File: config.mk
export PLATFORM = sky130hd
export DESIGN_NAME = alu_control_sequencer_flat
export DESIGN_NICKNAME = d
export VERILOG_FILES = /design/src/rtl/alu_control_sequencer_if.sv /design/src/rtl/alu_control_sequencer.sv /design/src/flat_wrapper.sv
export SDC_FILE = /design/constraint.sdc
export NUM_CORES = 1
export LEC_CHECK = 0
export ABC_AREA = 1
export BUFFER_PORTS_ARGS = -buffer_cell sky130_fd_sc_hd__buf_4
export CORE_AREA = 8 8 155 157
export CTS_CLUSTER_SIZE = 25
export DETAILED_ROUTE_END_ITERATION = 8
export DIE_AREA = 0 0 163 165
export MAX_ROUTING_LAYER = met4
export PLACE_DENSITY = 0.72
export SLEW_MARGIN = 10
export SYNTH_ARGS = -nofsm -noshare
export SYNTH_HDL_FRONTEND = slang
export SYNTH_SLANG_ARGS = --single-unit
File: constraint.sdc
create_clock -name clk -period 5.7 [get_ports clk]
set_input_delay 1.14 -clock clk [delete_from_list [all_inputs] [get_ports clk]]
set_output_delay 1.14 -clock clk [all_outputs]
set_load 0.05 [all_outputs]
File: src/rtl/alu_control_sequencer_if.sv
// Instruction-fetch and datapath bundle between the sequencer
// (master) and the instruction memory / register-file / ALU (slave).
interface alu_control_sequencer_if #(
  parameter int AW = 5,
  parameter int DW = 32
);
  logic          instr_req;
  logic [DW-1:0] instr_addr;
  logic          instr_valid;
  logic [DW-1:0] instr;
  logic [DW-1:0] ALUout;
  logic          eq;
  logic [AW-1:0] rs1;
  logic [AW-1:0] rs2;
  logic [AW-1:0] rd;
  logic          en;
  logic [DW-1:0] din;
  logic          ALUSrc;
  logic [DW-1:0] ImmOp;
  logic [2:0]    ALU_ctrl;

  modport master (
    output instr_req,
    output instr_addr,
    input  instr_valid,
    input  instr,
    input  ALUout,
    input  eq,
    output rs1,
    output rs2,
    output rd,
    output en,
    output din,
    output ALUSrc,
    output ImmOp,
    output ALU_ctrl
  );

  modport slave (
    input  instr_req,
    input  instr_addr,
    output instr_valid,
    output instr,
    output ALUout,
    output eq,
    input  rs1,
    input  rs2,
    input  rd,
    input  en,
    input  din,
    input  ALUSrc,
    input  ImmOp,
    input  ALU_ctrl
  );
endinterface

File: src/rtl/alu_control_sequencer.sv
// Multi-cycle RV32I sequencer for ADDI/ADD/SUB/BEQ/BNE, one op in flight.
// Define SEQ_PERF_CNT_EN to add the instret retired-instruction counter.
module alu_control_sequencer #(
  parameter int Address_Width = 5,
  parameter int Data_Width    = 32,
  parameter logic [Data_Width-1:0] RESET_PC = '0
) (
  input  logic clk,
  input  logic rst_n,
  alu_control_sequencer_if.master bus,
  output logic illegal
`ifdef SEQ_PERF_CNT_EN
  ,
  output logic [Data_Width-1:0] instret
`endif
);
  localparam int AW = Address_Width;
  localparam int DW = Data_Width;
  localparam logic [DW-1:0] PC_STEP = DW'(4);

  typedef enum logic [2:0] {
    S_FETCH,
    S_DECODE,
    S_EXEC,
    S_WB,
    S_HALT
  } state_t;

  typedef enum logic [1:0] {
    K_ALU,
    K_BEQ,
    K_BNE
  } kind_t;

  state_t r_state;
  state_t w_state_n;
  kind_t  r_kind;
  kind_t  w_kind_n;

  logic [DW-1:0] r_pc;
  logic [DW-1:0] w_pc_n;
  logic [DW-1:0] r_instr;
  logic [DW-1:0] w_instr_n;
  logic [DW-1:0] r_din;
  logic [DW-1:0] w_din_n;
  logic [DW-1:0] r_imm;
  logic [DW-1:0] w_imm_n;
  logic [AW-1:0] r_rs1;
  logic [AW-1:0] w_rs1_n;
  logic [AW-1:0] r_rs2;
  logic [AW-1:0] w_rs2_n;
  logic [AW-1:0] r_rd;
  logic [AW-1:0] w_rd_n;
  logic [2:0]    r_ctrl;
  logic [2:0]    w_ctrl_n;
  logic          r_req;
  logic          w_req_n;
  logic          r_en;
  logic          w_en_n;
  logic          r_alusrc;
  logic          w_alusrc_n;
  logic          r_illegal;
  logic          w_illegal_n;

  logic [6:0]    w_opc;
  logic [2:0]    w_f3;
  logic [6:0]    w_f7;
  logic [DW-1:0] w_imm_i;
  logic [DW-1:0] w_imm_b;
  logic          w_addi;
  logic          w_add;
  logic          w_sub;
  logic          w_beq;
  logic          w_bne;
  logic          w_taken;

  assign w_opc = r_instr[6:0];
  assign w_f3  = r_instr[14:12];
  assign w_f7  = r_instr[31:25];

  assign w_imm_i = {{(DW-12){r_instr[31]}},
                    r_instr[31:20]};
  assign w_imm_b = {{(DW-13){r_instr[31]}},
                    r_instr[31], r_instr[7],
                    r_instr[30:25], r_instr[11:8],
                    1'b0};

  assign w_addi = (w_opc == 7'b0010011)
               && (w_f3 == 3'b000);
  assign w_add  = (w_opc == 7'b0110011)
               && (w_f3 == 3'b000)
               && (w_f7 == 7'b0000000);
  assign w_sub  = (w_opc == 7'b0110011)
               && (w_f3 == 3'b000)
               && (w_f7 == 7'b0100000);
  assign w_beq  = (w_opc == 7'b1100011)
               && (w_f3 == 3'b000);
  assign w_bne  = (w_opc == 7'b1100011)
               && (w_f3 == 3'b001);

  assign w_taken = ((r_kind == K_BEQ) && bus.eq)
                || ((r_kind == K_BNE) && !bus.eq);

  always_comb begin
    w_state_n   = r_state;
    w_kind_n    = r_kind;
    w_pc_n      = r_pc;
    w_instr_n   = r_instr;
    w_din_n     = r_din;
    w_imm_n     = r_imm;
    w_rs1_n     = r_rs1;
    w_rs2_n     = r_rs2;
    w_rd_n      = r_rd;
    w_ctrl_n    = r_ctrl;
    w_alusrc_n  = r_alusrc;
    w_illegal_n = r_illegal;
    unique case (r_state)
      S_FETCH: begin
        if (r_req && bus.instr_valid) begin
          w_instr_n = bus.instr;
          w_state_n = S_DECODE;
        end
      end
      S_DECODE: begin
        w_rs1_n    = AW'(r_instr[19:15]);
        w_rs2_n    = AW'(r_instr[24:20]);
        w_rd_n     = AW'(r_instr[11:7]);
        w_imm_n    = '0;
        w_alusrc_n = 1'b0;
        w_ctrl_n   = 3'b000;
        w_kind_n   = K_ALU;
        w_state_n  = S_EXEC;
        unique case (1'b1)
          w_addi: begin
            w_imm_n    = w_imm_i;
            w_alusrc_n = 1'b1;
          end
          w_add: w_ctrl_n = 3'b000;
          w_sub: w_ctrl_n = 3'b001;
          w_beq: begin
            w_imm_n  = w_imm_b;
            w_ctrl_n = 3'b001;
            w_kind_n = K_BEQ;
          end
          w_bne: begin
            w_imm_n  = w_imm_b;
            w_ctrl_n = 3'b001;
            w_kind_n = K_BNE;
          end
          default: begin
            w_illegal_n = 1'b1;
            w_state_n   = S_HALT;
          end
        endcase
      end
      S_EXEC: begin
        w_din_n = bus.ALUout;
        if (r_kind == K_ALU) begin
          w_pc_n    = r_pc + PC_STEP;
          w_state_n = S_WB;
        end else begin
          w_pc_n    = w_taken ? (r_pc + r_imm)
                              : (r_pc + PC_STEP);
          w_state_n = S_FETCH;
        end
      end
      S_WB:    w_state_n = S_FETCH;
      S_HALT:  w_state_n = S_HALT;
      default: w_state_n = S_FETCH;
    endcase
    // req/en are registered so both read 0 while reset is held
    w_req_n = (w_state_n == S_FETCH);
    w_en_n  = (w_state_n == S_WB) && (r_rd != '0);
  end

  always_ff @(posedge clk or negedge rst_n) begin
    if (!rst_n) begin
      r_state   <= S_FETCH;
      r_kind    <= K_ALU;
      r_pc      <= RESET_PC;
      r_instr   <= '0;
      r_din     <= '0;
      r_imm     <= '0;
      r_rs1     <= '0;
      r_rs2     <= '0;
      r_rd      <= '0;
      r_ctrl    <= '0;
      r_req     <= 1'b0;
      r_en      <= 1'b0;
      r_alusrc  <= 1'b0;
      r_illegal <= 1'b0;
    end else begin
      r_state   <= w_state_n;
      r_kind    <= w_kind_n;
      r_pc      <= w_pc_n;
      r_instr   <= w_instr_n;
      r_din     <= w_din_n;
      r_imm     <= w_imm_n;
      r_rs1     <= w_rs1_n;
      r_rs2     <= w_rs2_n;
      r_rd      <= w_rd_n;
      r_ctrl    <= w_ctrl_n;
      r_req     <= w_req_n;
      r_en      <= w_en_n;
      r_alusrc  <= w_alusrc_n;
      r_illegal <= w_illegal_n;
    end
  end

`ifdef SEQ_PERF_CNT_EN
  logic [DW-1:0] r_instret;
  logic          w_retire;

  assign w_retire = (r_state == S_WB)
                 || ((r_state == S_EXEC)
                  && (r_kind != K_ALU));

  always_ff @(posedge clk or negedge rst_n) begin
    if (!rst_n) begin
      r_instret <= '0;
    end else if (w_retire) begin
      r_instret <= r_instret + DW'(1);
    end
  end

  assign instret = r_instret;
`endif

  assign bus.instr_req  = r_req;
  assign bus.instr_addr = r_pc;
  assign bus.rs1        = r_rs1;
  assign bus.rs2        = r_rs2;
  assign bus.rd         = r_rd;
  assign bus.en         = r_en;
  assign bus.din        = r_din;
  assign bus.ALUSrc     = r_alusrc;
  assign bus.ImmOp      = r_imm;
  assign bus.ALU_ctrl   = r_ctrl;
  assign illegal        = r_illegal;

endmodule

File: src/flat_wrapper.sv
// flat-port wrapper written by rule: the top's interface ports become plain ports
module alu_control_sequencer_flat 
#(
  parameter int Address_Width = 5,
  parameter int Data_Width    = 32,
  parameter logic [Data_Width-1:0] RESET_PC = '0
)
  (clk, rst_n, illegal, bus_instr_req, bus_instr_addr, bus_instr_valid, bus_instr, bus_ALUout, bus_eq, bus_rs1, bus_rs2, bus_rd, bus_en, bus_din, bus_ALUSrc, bus_ImmOp, bus_ALU_ctrl);
  alu_control_sequencer_if #(.AW(5), .DW(32)) bus_i ();
  input  logic clk;
  input  logic rst_n;
  output logic illegal;
  output wire logic [$bits(bus_i.instr_req)-1:0] bus_instr_req;
  output wire logic [$bits(bus_i.instr_addr)-1:0] bus_instr_addr;
  input wire logic [$bits(bus_i.instr_valid)-1:0] bus_instr_valid;
  input wire logic [$bits(bus_i.instr)-1:0] bus_instr;
  input wire logic [$bits(bus_i.ALUout)-1:0] bus_ALUout;
  input wire logic [$bits(bus_i.eq)-1:0] bus_eq;
  output wire logic [$bits(bus_i.rs1)-1:0] bus_rs1;
  output wire logic [$bits(bus_i.rs2)-1:0] bus_rs2;
  output wire logic [$bits(bus_i.rd)-1:0] bus_rd;
  output wire logic [$bits(bus_i.en)-1:0] bus_en;
  output wire logic [$bits(bus_i.din)-1:0] bus_din;
  output wire logic [$bits(bus_i.ALUSrc)-1:0] bus_ALUSrc;
  output wire logic [$bits(bus_i.ImmOp)-1:0] bus_ImmOp;
  output wire logic [$bits(bus_i.ALU_ctrl)-1:0] bus_ALU_ctrl;
  assign bus_instr_req = bus_i.instr_req;
  assign bus_instr_addr = bus_i.instr_addr;
  assign bus_i.instr_valid = bus_instr_valid;
  assign bus_i.instr = bus_instr;
  assign bus_i.ALUout = bus_ALUout;
  assign bus_i.eq = bus_eq;
  assign bus_rs1 = bus_i.rs1;
  assign bus_rs2 = bus_i.rs2;
  assign bus_rd = bus_i.rd;
  assign bus_en = bus_i.en;
  assign bus_din = bus_i.din;
  assign bus_ALUSrc = bus_i.ALUSrc;
  assign bus_ImmOp = bus_i.ImmOp;
  assign bus_ALU_ctrl = bus_i.ALU_ctrl;
  alu_control_sequencer #(.Address_Width(Address_Width), .Data_Width(Data_Width), .RESET_PC(RESET_PC)) u_core (.clk(clk), .rst_n(rst_n), .bus(bus_i), .illegal(illegal));
endmodule
==> out/summary.txt, run 1 <==
Final HPWL DP = 19,800 um
Via density per instance = 4.96
Final ANT Viol Nets = 0
Power Density = 194 nW/um^2
Core area = 21,500 sq um
Largest cells by area after synthesis = dfrtp_1 (39%), nand2_1 (22%), inv_1 (6.8%)
Most common cell after layout, fill and taps aside = nand2_1
WL final = 25,700 um
Hold Path Class = reg2reg
Storage element area = 3350 sq um
Post-CTS Setup Repair Bufs = 0
Maximum clock path buffer count = 2
Worst path arrival time = 1500 ps
Clock Skew = 13.8 ps
Htree depth = 4
Layout cells sized above 1 = 19.3%
Max-cap violations = 0
Clk pwr share = 51.8%
Syn Inst Count = 1,242
Top_reg_cell synth = dfrtp_1
Pin count of the biggest net entering global routing = 105
Internal Power = 1.63 mW
Hold Path Cell Cnt = 1
Cell area after synthesis = 8670 sq um
Hold path endpoint = u_core.r_kind[0]
Die ar. = 26,900 sq um
Antenna fix cells = 0
Critical Path End Type = output pin
Met3 Use GR = 5.06%
Sequential power share = 45.5%
Number of synthesized flops with an enable pin = 0
Die X = 163 um
RePlAce Congestion = 0.949
Required time of the worst setup path = 4560 ps
Met1 Usage GRT = 23.7%
R2r endpoint = u_core.bus.instr_addr[20]
R2R depth = 13
Setup_tns = 0 ps
Outcome = completed
# DRC = 0
Total grt overflow = 0
Final-report hold violation count = 0
Peak Freq = 0.378 GHz
Synth top area share = 38.7%
R2r setup slk = 3150 ps
Nets = 1,505
Fill cell total of the finished layout = 2,104
Wire per inst = 15.2 um
Critical-path cell with the highest stage delay = buf_4
Post-CTS resize count = 0
Net Sw Frac = 22.1%
Final hold slack = 456 ps
Root buffer cell = clkbuf_16
Max FO, Critical Path = 40
GR peak layer = met2
Avg Inst Size Synth = 6.98 sq um
Static leakage = 6.05 nW
Seq/Total Area, Yosys = 38.7%
Area delta synth->final = 24.2%
GRT Util Overall = 19.8%
Total CTS buffers = 17
Critical path's largest stage delay = 420 ps
Die height = 165 um
Seq cells post-synth = 134
Leading cell types in the layout, fill and taps excluded = nand2_1 (503), buf_4 (190), inv_1 (156)
Final Max Tran Viols = 0
Least-Margin Pin Slew = 978 ps
Net Switching = 0.462 mW
Skew-Pair Late Insertion Delay = 420 ps
Final Critical Period = 2640 ps
CTS tree = done
Leading area contributor after synthesis = dfrtp_1
1st-iter DRT viols = 714
Unique masters post-synth = 39
PortBufs = 183
CP startpoint kind = flip-flop
Clock slew at reported path FFs = 60 ps
Num ports = 186
Maximum VDD drop = 186 uV
Crit-path cells = buf_4 > buf_4
Vias in the first global route = 8,361
RSZ-0062 raised after global routing = false
Asr flop ratio synth = 100%
Period utilisation layout = 46.4%
First-pass GRT wire length = 41,300 um
Crit path top cell by count = buf_4
First-pass DRT Iterations = 5
Relative slew slack = 34.4%
# setup viols final = 0
Area of the multi-input gates = 4440 sq um
CP Class = reg2out
YS warnings = 0
Starting Density = 40.4%
Hold buffer count at CTS = 0
Initial antenna violation count = 0
Pwr Total = 2.09 mW
Vias = 8,422
Critical R2R Launch = u_core.bus.ImmOp[30]
Hold Startpoint = u_core.r_instr[12]
Met2 Track Usage GR = 31.6%
Row count = 54
Clock Sinks = 134
Gate power share = 2.7%
metal layers:
metal,up-vias,share of wire (%)
li1,4206,-
met1,3865,43
met2,314,47
met3,37,7.7
met4,0,2.4
met5,-,0
stage by stage:
step	cells	worst slack [ps]	util (%)	cell area, sq um
floorplan	1243	2920	-	8680
global placement	1665	3180	47.4	10200
global route	1697	2980	50.1	10800
CTS	1697	3050	50.1	10800
finish	1697	3060	50.1	10800
detailed placement	1665	3170	47.4	10200
worst max path at each step:
| stage | to | start | cells past startpoint | slack, ps |
|---|---|---|---|---|
| floorplan | bus_ImmOp[13] | u_core.bus.ImmOp[30] | 1 | 2920 |
| global placement | u_core.bus.instr_addr[0] | bus_eq | 8 | 3180 |
| detailed placement | u_core.bus.instr_addr[0] | bus_eq | 8 | 3170 |
| CTS | bus_ImmOp[13] | u_core.bus.ImmOp[30] | 2 | 3050 |
| global route | bus_ImmOp[18] | u_core.bus.ImmOp[30] | 2 | 2980 |
| finish | bus_ImmOp[15] | u_core.bus.ImmOp[30] | 2 | 3060 |
Yosys cell counts, types with 6 or more instances:
library cell    n
nand2_1       503
nand2_2         6
o21ai_0        48
dfrtp_1       134
buf_2          16
nor2_1         74
ha_1           32
mux2_2         20
nand3_1        52
xor2_1         22
inv_1         157
a21oi_1        43
nand3b_1       11
buf_4          21
a31oi_1         6
clkbuf_1       12
nor3_1         20
nand4_1        11
registers in the layout (all words and copies together) (netlist names), 2 cells and up:
| name | flops |
|---|---|
| u_core.r_state | 3 |
| u_core.bus.rs2 | 5 |
| u_core.r_instr | 32 |
| u_core.bus.instr_addr | 32 |
| u_core.r_kind | 2 |
| u_core.bus.rs1 | 5 |
| u_core.bus.ImmOp | 13 |
| u_core.bus.rd | 5 |
| u_core.bus.din | 32 |
cell type report:
cell class	instances	share of cell area, %
clock buffers	19	4.02
clock inverters	13	1.38
inverters	162	5.65
multi-input cells	898	41.2
flip-flops and latches	134	31.1
well taps	280	3.25
repair buffers	191	13.3
cell families (layout without fill, tap and decap cells):
kind of cell	count (synthesis)	in the layout	synth area share (%)
AO/OA/AOI/OAI	114	114	7.15
XOR/XNOR	27	27	2.73
adder cells (fa/ha/maj)	33	33	4.85
buffers and inverters	211	385	10.3
flip-flops	134	134	38.7
multiplexers	20	20	2.60
other	1	2	0.0432
AND/OR/NAND/NOR	702	702	33.7
power by group through the flow:
stage	sequential [mW]	combinational [mW]	clock (mW)
after global placement	0.969	0.0583	0
after CTS	0.951	0.0587	1.11
after floorplan	0.969	0.00428	0
after detailed placement	0.969	0.0587	0
after global routing	0.951	0.0631	1.15
final	0.951	0.0567	1.08
worst max-delay path, delay by kind of cell, from the launching register on:
family | cells | cell delay, ps
buffers and inverters | 2 | 710
flip-flops | 1 | 350
Power figures use the tool's default switching activity.
==> run 2, diff against run 1 <==
Clock period 5.7 ns to 2.45 ns, I/O delays scaled along.
==> run 2 against run 1 <==
Via count increased by 1.9%. Sequential share of layout area decreased by 0.82 points. Sequential power increased by 130%. Non-clock buffer count increased by 30. Die area unchanged. Critical endpoint is now u_core.bus.instr_addr[20]. Largest cell class unchanged.
==> out/summary.txt, run 2 (synthesis gave the netlist of run 1 again) <==
Final ANT Viol Nets = 0 (unchanged)
Net Sw Frac = 24.2% (was 22.1%)
Die ar. = 26,900 sq um (unchanged)
RSZ-0062 raised after global routing = true (was false)
R2r endpoint = u_core.bus.instr_addr[20] (unchanged)
Critical R2R Launch = u_core.bus.ImmOp[30] (unchanged)
Critical path depth in cells = 13 (was 2)
Required time of the worst setup path = 2760 ps (was 4560 ps)
Top delay family on crit path = simple AND/OR/NAND/NOR gates (was buffers and inverters)
Num ports = 186 (unchanged)
First-pass DRT Iterations = 5 (unchanged)
Htree depth = 4 (unchanged)
Vias = 8,581 (was 8,422)
Maximum clock path buffer count = 2 (unchanged)
Layout cells sized above 1 = 21.4% (was 19.3%)
WL met3 = 2020 um (was 1980 um)
Static leakage = 6.23 nW (was 6.05 nW)
Pin count of the biggest net entering global routing = 60 (was 105)
RePlAce Congestion = 0.948 (was 0.949)
Final-report hold violation count = 0 (unchanged)
Clock Sinks = 134 (unchanged)
PortBufs = 183 (unchanged)
Most common cell after layout, fill and taps aside = nand2_1 (unchanged)
Wire per inst = 15.9 um (was 15.2 um)
Setup crit end = u_core.bus.instr_addr[20] (was bus_ImmOp[15])
Power Density = 461 nW/um^2 (was 194 nW/um^2)
Final core utilization = 51.5% (was 50.1%)
Outcome = completed (unchanged)
Antenna fix cells = 0 (unchanged)
CP bufs+invs = 2 (unchanged)
Sequential power share = 43.3% (was 45.5%)
# DRC = 0 (unchanged)
Total CTS buffers = 17 (unchanged)
Max FO, Critical Path = 12 (was 40)
Internal Power = 3.87 mW (was 1.63 mW)
Nets = 1,535 (was 1,505)
Routed length on met2 = 12,600 um (was 12,200 um)
CP startpoint kind = flip-flop (unchanged)
Via density per instance = 4.97 (was 4.96)
Clock Skew = 7.91 ps (was 13.8 ps)
Core area = 21,500 sq um (unchanged)
Crit path from = u_core.bus.ImmOp[30] (unchanged)
Area delta synth->final = 27.7% (was 24.2%)
WL final = 27,400 um (was 25,700 um)
Final Max Tran Viols = 0 (unchanged)
Metal-1 WL = 12,100 um (was 11,000 um)
First-pass GRT wire length = 43,400 um (was 41,300 um)
Maximum VDD drop = 477 uV (was 186 uV)
Number of instances in the placed design = 1,692 (was 1,665)
Least-Margin Pin Slew = 682 ps (was 978 ps)
Critical Path End Type = flip-flop (was output pin)
Critical path's largest stage delay = 580 ps (was 420 ps)
GRT Util Overall = 21.0% (was 19.8%)
R2r setup slk = 170 ps (was 3150 ps)
Hold Path Class = in2reg (was reg2reg)
Leading cell types in the layout, fill and taps excluded = nand2_1 (503), buf_4 (217), inv_1 (156) (was nand2_1 (503), buf_4 (190), inv_1 (156))
Final HPWL DP = 21,000 um (was 19,800 um)
Net Switching = 1.23 mW (was 0.462 mW)
Row count = 54 (unchanged)
Peak Freq = 0.438 GHz
Clk pwr share = 53.9% (was 51.8%)
Worst path arrival time = 2590 ps (was 1500 ps)
Final Non-Filler Cells = 1,727 (was 1,697)
Relative slew slack = 54.5% (was 34.4%)
DR top layer = met4 (unchanged)
Skew-Pair Late Insertion Delay = 430 ps (was 420 ps)
R2R depth = 13 (unchanged)
Die height = 165 um (unchanged)
CP Class = reg2reg (was reg2out)
Clock slew at reported path FFs = 70 ps (was 60 ps)
Root buffer cell = clkbuf_16 (unchanged)
Gate power share = 2.8% (was 2.7%)
Vias in the first global route = 8,490 (was 8,361)
Starting Density = 40.4% (unchanged)
Period utilisation layout = 93.3%
CTS tree = done (unchanged)
Die X = 163 um (unchanged)
# setup viols final = 0 (unchanged)
Crit path top cell by count = nand2_1 (was buf_4)
Initial antenna violation count = 0 (unchanged)
Max-cap violations = 0 (unchanged)
Final Critical Period = 2280 ps
Critical-path cell with the highest stage delay = dfrtp_4 (was buf_4)
Total grt overflow = 0 (unchanged)
Crit-path cells = buf_4 > ha_1 > nand2_1 > inv_1 > nand2_1 > nor2_2 > nand4_1 > nand3_1 > nand2_1 > nand3_1 > nand2_1 > nand2_1 > o21ai_1 (was buf_4 > buf_4)
1st-iter DRT viols = 623 (was 714)
[run 2: cell types whose count changed in the layout (fill, tap and decap cells not counted), moves of 2 or more]
cell,change
clkbuf_1,-2
buf_4,+27
inv_6,+2
a21oi_2,+2
clkinvlp_4,-5
inv_8,+4
a21oi_1,-2
[run 2: cell type report]
class	instances	area [sq um]
timing repair buffer	221	1680
clock inverter	14	181
sequential	134	3360
multi-input combinational	898	4460
fill	2105	10400
inverter	162	608
tap	280	350
clock buffer	18	439
[run 2: worst min-delay path by stage]
stage | to | cells after the start | start
global route | u_core.bus.din[16] | 3 | bus_ALUout[16]
floorplan | u_core.bus.ALUSrc | 0 | rst_n
CTS | u_core.bus.din[13] | 3 | bus_ALUout[13]
finish | u_core.bus.din[13] | 3 | bus_ALUout[13]
global placement | u_core.bus.din[9] | 1 | rst_n
detailed placement | u_core.bus.din[9] | 1 | rst_n
[run 2: timing repair]
item / in CTS / in global routing
setup endpoints to repair: 0 / 13
buffers inserted: 0 / 2
hold buffers: 1 / 0
resized for setup: 0 / 6
hold endpoints to repair: 8 / 0
[run 2: stage by stage]
step                      setup TNS [ps]  total power [mW]  area, sq um  worst slack [ps]  hold slack [ps]
after global placement                 0              2.40        10400              71.5              449
after floorplan                        0              2.26         8680               237              194
after CTS                              0              5.15        11000              35.5              234
final                                  0              5.10        11100               165              250
after detailed placement               0              2.40        10400              42.3              452
after global routing               -44.9              5.27        11100             -33.0              234
[run 2: worst min-delay path, delay by kind of cell]
family / cells / cell delay [ps]
buf+inv: 1 / 70
simple gates: 2 / 80
[run 2: power by group through the flow]
stage / clock network, mW / registers [mW] / logic, mW
2_1_floorplan: 0 / 2.25 / 0.00996
3_3_place_gp: 0 / 2.25 / 0.144
3_5_place_dp: 0 / 2.25 / 0.145
4_1_cts: 2.79 / 2.21 / 0.147
5_1_grt: 2.90 / 2.21 / 0.158
6_report: 2.75 / 2.21 / 0.143
[run 2: metal layers]
metal  global-route usage [%]  vias to the layer above
met5                        -                        -
met4                     7.55                        0
met3                     4.34                       42
met2                     33.1                      326
met1                     26.5                     3951
li1                         -                     4262
